[src/rtl/jk_bank_sequencer.sv]
// jk_bank_sequencer
//   Command-driven controller for an external bank of WIDTH JK flip-flops that
//   shares CLK. A host command (CLEAR, SET, LOAD, COUNT_UP, COUNT_DOWN, TOGGLE,
//   NOP) is accepted in IDLE, executed in EXEC by driving per-bit J/K vectors
//   (using the bank's Q outputs as feedback when counting), and acknowledged
//   by a one-cycle DONE pulse in FIN.
//
// Ports
//   CLK        rising-edge clock, shared with the bank
//   RESET_N    asynchronous reset, active low
//   CMD_VALID  command present
//   CMD_READY  command accepted this cycle when also CMD_VALID
//   CMD_OP     0 CLEAR, 1 SET, 2 LOAD, 3 COUNT_UP, 4 COUNT_DOWN, 5 TOGGLE, 6-7 NOP
//   CMD_DATA   load value (LOAD only)
//   CMD_LEN    number of count steps (COUNT_UP/DOWN only), 0 = none
//   ABORT      synchronous abort of the current command
//   Q_IN       bank Q outputs
//   J, K       bank J/K inputs
//   BUSY       controller not idle
//   DONE       one-cycle pulse on normal completion
//   SAT        last count command stopped at a boundary (SATURATE=1 only)
module jk_bank_sequencer #(
  parameter int WIDTH    = 4,
  parameter int LEN_W    = 8,
  parameter int SATURATE = 0
) (
  input  logic             CLK,
  input  logic             RESET_N,
  input  logic             CMD_VALID,
  output logic             CMD_READY,
  input  logic [2:0]       CMD_OP,
  input  logic [WIDTH-1:0] CMD_DATA,
  input  logic [LEN_W-1:0] CMD_LEN,
  input  logic             ABORT,
  input  logic [WIDTH-1:0] Q_IN,
  output logic [WIDTH-1:0] J,
  output logic [WIDTH-1:0] K,
  output logic             BUSY,
  output logic             DONE,
  output logic             SAT
);

  localparam logic [1:0] ST_IDLE = 2'd0;
  localparam logic [1:0] ST_EXEC = 2'd1;
  localparam logic [1:0] ST_FIN  = 2'd2;

  localparam logic [2:0] OP_CLEAR  = 3'd0;
  localparam logic [2:0] OP_SET    = 3'd1;
  localparam logic [2:0] OP_LOAD   = 3'd2;
  localparam logic [2:0] OP_UP     = 3'd3;
  localparam logic [2:0] OP_DOWN   = 3'd4;
  localparam logic [2:0] OP_TOGGLE = 3'd5;

  logic [1:0]       state_reg, state_next;
  logic [2:0]       op_reg, op_next;
  logic [WIDTH-1:0] data_reg, data_next;
  logic [LEN_W-1:0] rem_reg, rem_next;
  logic             sat_reg, sat_next;

  logic [WIDTH-1:0] j_drive, k_drive;
  logic             done_drive;
  logic             accept;
  logic             new_is_count;
  logic             at_bound;

  // Toggle masks of a ripple counter: bit i flips when all lower bits are 1
  // (up) or all lower bits are 0 (down).
  logic [WIDTH-1:0] t_up, t_down;

  assign t_up[0]   = 1'b1;
  assign t_down[0] = 1'b1;

  generate
    for (genvar gi = 1; gi < WIDTH; gi++) begin : g_tmask
      assign t_up[gi]   = t_up[gi-1]   &  Q_IN[gi-1];
      assign t_down[gi] = t_down[gi-1] & ~Q_IN[gi-1];
    end
  endgenerate

  assign CMD_READY    = (state_reg == ST_IDLE) & ~ABORT;
  assign accept       = CMD_VALID & CMD_READY;
  assign new_is_count = (CMD_OP == OP_UP) || (CMD_OP == OP_DOWN);

  // Boundary test is only meaningful while a count command is executing.
  assign at_bound = (SATURATE != 0) &&
                    ((op_reg == OP_UP) ? (&Q_IN) : ~(|Q_IN));

  always_comb begin
    state_next = state_reg;
    op_next    = op_reg;
    data_next  = data_reg;
    rem_next   = rem_reg;
    sat_next   = sat_reg;
    j_drive    = '0;
    k_drive    = '0;
    done_drive = 1'b0;

    case (state_reg)
      ST_IDLE: begin
        if (accept) begin
          op_next   = CMD_OP;
          data_next = CMD_DATA;
          rem_next  = CMD_LEN;
          sat_next  = 1'b0;
          // Zero-length counts and NOPs have nothing to drive: skip EXEC.
          if ((new_is_count && (CMD_LEN == '0)) || (CMD_OP >= 3'd6)) begin
            state_next = ST_FIN;
          end else begin
            state_next = ST_EXEC;
          end
        end
      end

      ST_EXEC: begin
        if (ABORT) begin
          state_next = ST_IDLE;
        end else begin
          case (op_reg)
            OP_CLEAR: begin
              k_drive    = '1;
              state_next = ST_FIN;
            end
            OP_SET: begin
              j_drive    = '1;
              state_next = ST_FIN;
            end
            OP_LOAD: begin
              j_drive    = data_reg;
              k_drive    = ~data_reg;
              state_next = ST_FIN;
            end
            OP_TOGGLE: begin
              j_drive    = '1;
              k_drive    = '1;
              state_next = ST_FIN;
            end
            OP_UP, OP_DOWN: begin
              if (at_bound) begin
                // Hold the bank and stop; this cycle is not a counted step.
                sat_next   = 1'b1;
                state_next = ST_FIN;
              end else begin
                j_drive  = (op_reg == OP_UP) ? t_up : t_down;
                k_drive  = j_drive;
                rem_next = rem_reg - LEN_W'(1);
                if (rem_reg == LEN_W'(1)) begin
                  state_next = ST_FIN;
                end
              end
            end
            default: begin
              state_next = ST_FIN;
            end
          endcase
        end
      end

      ST_FIN: begin
        done_drive = ~ABORT;
        state_next = ST_IDLE;
      end

      default: begin
        state_next = ST_IDLE;
      end
    endcase
  end

  always_ff @(posedge CLK or negedge RESET_N) begin
    if (!RESET_N) begin
      state_reg <= ST_IDLE;
      op_reg    <= '0;
      data_reg  <= '0;
      rem_reg   <= '0;
      sat_reg   <= 1'b0;
    end else begin
      state_reg <= state_next;
      op_reg    <= op_next;
      data_reg  <= data_next;
      rem_reg   <= rem_next;
      sat_reg   <= sat_next;
    end
  end

  assign J    = j_drive;
  assign K    = k_drive;
  assign BUSY = (state_reg != ST_IDLE);
  assign DONE = done_drive;
  assign SAT  = sat_reg;

endmodule
[config.mk]
export PLATFORM = sky130hd
export DESIGN_NAME = jk_bank_sequencer
export DESIGN_NICKNAME = d
export VERILOG_FILES = /design/src/rtl/jk_bank_sequencer.sv
export SDC_FILE = /design/constraint.sdc
export NUM_CORES = 1
export LEC_CHECK = 0
export BUFFER_PORTS_ARGS = -buffer_cell sky130_fd_sc_hd__clkbuf_2
export CAP_MARGIN = 20
export CELL_PAD_IN_SITES_DETAIL_PLACEMENT = 1
export CELL_PAD_IN_SITES_GLOBAL_PLACEMENT = 1
export CORE_MARGIN = 2
export CORE_UTILIZATION = 41
export CTS_CLUSTER_DIAMETER = 40
export DETAILED_ROUTE_END_ITERATION = 10
export PLACE_DENSITY_LB_ADDON = 0.05
export SLEW_MARGIN = 20
export SYNTH_ARGS = -nofsm -noshare
export SYNTH_HDL_FRONTEND = slang
export SYNTH_SLANG_ARGS = --single-unit
[constraint.sdc]
create_clock -name CLK -period 4.46 [get_ports CLK]
set_input_delay 0.669 -clock CLK [delete_from_list [all_inputs] [get_ports CLK]]
set_output_delay 0.669 -clock CLK [all_outputs]
set_load 0.02 [all_outputs]
==> flow_summary.ini <==
[run_status]
outcome = complete, no violations

[global_route]
grt.total_usage_pct = 21.2
gr-total-overflow = 0
grt_pass1_wl_um = 5970
grt_pass1_vias = 1277
grt_max_degree = 22
antenna_found_initial = 0

[clock_network]
cts_sinks = 17
clock_latency_ns = 0.30
ctsHoldBuffers = 0
cts_resized = 0
cts_made_buffers = 3
htreeDepth = 1
cts_root_buf = clkbuf_4
clkTransAtPathRegs_ns = 0.10
cts_buffer_depth = 2
cts_setup_buffers = 0
cts_tree = yes

[die]
core-area_mm2 = 0.00308
die_x_um = 61.3
die_y_um = 61.3
dieArea_mm2 = 0.00376
fp-row-count = 20
initial_utilization_pct = 43.8
ioPinCount = 35

[synth]
synth_top_area_cell = dfrtp_1
synth.distinct_cells = 47
syn_area_per_cell_um2 = 8.42
post-synth-top-area-fraction_pct = 31.6
synth_ff_type = dfrtp_1
ys_seq_area_share_pct = 31.6
synthArstFlopShare_pct = 100
synth_cells = 160
yosysWarningCount = 0
ys_seq_elements = 17
synth_nets = 185
netlist_top_cells_area = dfrtp_1, a21oi_1, mux2_1
synth_enable_flop_cells = 0
netlist_area_mm2 = 0.00135

[power]
vdd_ir_drop_max_v = 0.000164
leakagePower_uw = 0.000655
powerDensity_mw_per_mm2 = 364

[final_layout]
finalInstanceArea_mm2 = 0.00151
final_layout_size_suffix_gt1_share_pct = 25.1
n_antenna_cell = 0
utilization_pct = 49.0
largest_reg_flops = 8
nets = 209
areaGrowthSynthToFinish_pct = 12.0

[sta]
slew_headroom_pct = 54.8
fmax_ghz = 0.361
worstMarginPinSlew_ns = 0.678
period_minus_slack_ns = 2.77
setup_viol = 0
period_share_pct = 62.2
skew_ns = 0.00452
slew_viol_final = 0
final.setup.tns_ns = 0
grt_setup_unrepaired = false
hold_viol_final = 0
timing.final.ws_setup_ns = 1.69

[setup_path]
start_kind = register
startpoint = op_reg[2]
end_kind = output pin
critical_path.max_fanout = 20
rr_endpoint = rem_reg[7]
rr_worst_depth = 4
worstPathArrival_ns = 2.10
worstSetupPathType = reg -> out
r2r_slack_ns = 2.44
required_ns = 3.79
critPathCapture = K[3]
r2r-start = op_reg[2]

[placed_design]
hpwl_um = 2620
io_buffers = 32
dpl-instance-area_mm2 = 0.00148
gp_congestion = 0.797
post-place-ws_ns = 2.01

[min_path]
hp-class = in -> async

[routing]
routedWlPerCell_um = 15.2
drt_iter0_drc = 50
drt_pass1_iterations = 3
vias = 1286
routed_wl_um = 3460
viasPerCell = 5.67
ant_nets = 0
post-route-drc-count = 0

[job]
max_cap_violations = 0
## per-layer routing
metal / vias to the layer above / share of wire, % / global-route usage (%)
li1: 637 / - / -
met1: 621 / 46 / 27.2
met2: 24 / 49 / 36.5
met3: 4 / 3.7 / 2.94
met4: 0 / 1.0 / 7.60
met5: - / 0 / 0
## stage by stage
step	power [µW]	instances	hold slack [ns]
floorplan	416	160	0.373
global placement	453	223	0.478
detailed placement	464	223	0.493
CTS	554	227	0.303
global route	594	227	0.315
finish	549	227	0.293
## where the power goes
part | total (µW) | leakage (µW) | switching (µW) | internal (µW)
sequential | 262 | 0.000206 | 71.2 | 191
combinational | 200 | 0.000434 | 106 | 94.2
clock | 86.4 | 0.0000150 | 51.5 | 34.9
## worst min path at each step
stage                   to  slack [ns]  depth (start not counted)
6_report        rem_reg[6]        0.29                          1
2_1_floorplan  data_reg[0]        0.37                          0
4_1_cts         rem_reg[6]        0.30                          1
3_5_place_dp    rem_reg[7]        0.49                          1
5_1_grt         rem_reg[4]        0.31                          1
3_3_place_gp    rem_reg[7]        0.48                          1
## placed cells by master (no fill, tap or decap), drive strengths merged, types with 4 or more instances in the layout
cell / instances
nor2b: 7
inv: 5
a22oi: 4
and2: 4
dfrtp: 17
nand2: 12
clkbuf: 36
o21ai: 13
nand3: 5
a21oi: 15
nor2: 11
mux2: 7
nor3: 6
## cell families (layout without fill, tap and decap cells)
kind of cell	count (synthesis)	in the layout	synth area share (%)
adder cells (fa/ha/maj)	2	2	1.86
AND/OR/NAND/NOR	64	64	26.6
multiplexers	8	8	6.59
AO/OA/AOI/OAI	50	50	25.8
other	1	1	0.278
flip-flops	17	17	31.6
buffers and inverters	18	41	7.33
## critical path: stages (launching register included)
cell and delay [ns]:
dfrtp_1 0.69, nor3b_2 0.46, nand2_1 0.10, a21oi_1 0.19, o311a_1 0.19, clkbuf_2 0.17
## layout make-up
class                   instances  area (µm²)
clock buffers                   4        26.3
well taps                      44        55.1
fillers                       403        1570
inverters                       5        18.8
multi-input cells             125         823
repair buffers                 32         160
flip-flops and latches         17         425
## synth_stat cells (2+ instances only)
master and number:
nand3_1 5, a21oi_1 15, mux2_1 6, buf_4 2
dfrtp_1 17, clkbuf_1 2, a31oi_1 2, nor2_1 10
nor4_1 3, ha_1 2, a22oi_1 4, nor3b_1 2
nor2b_1 7, o32ai_1 2, and3_1 2, o22ai_1 2
buf_2 7, o21ai_0 8, buf_6 2, or4_1 2
or2_2 2, inv_1 4, and2_1 4, nand4_1 2
o2bb2ai_1 3, nand2_1 12, o311a_1 3, nor3_1 6
o21ai_1 4
Note: power is estimated with default switching activity, not from simulation.
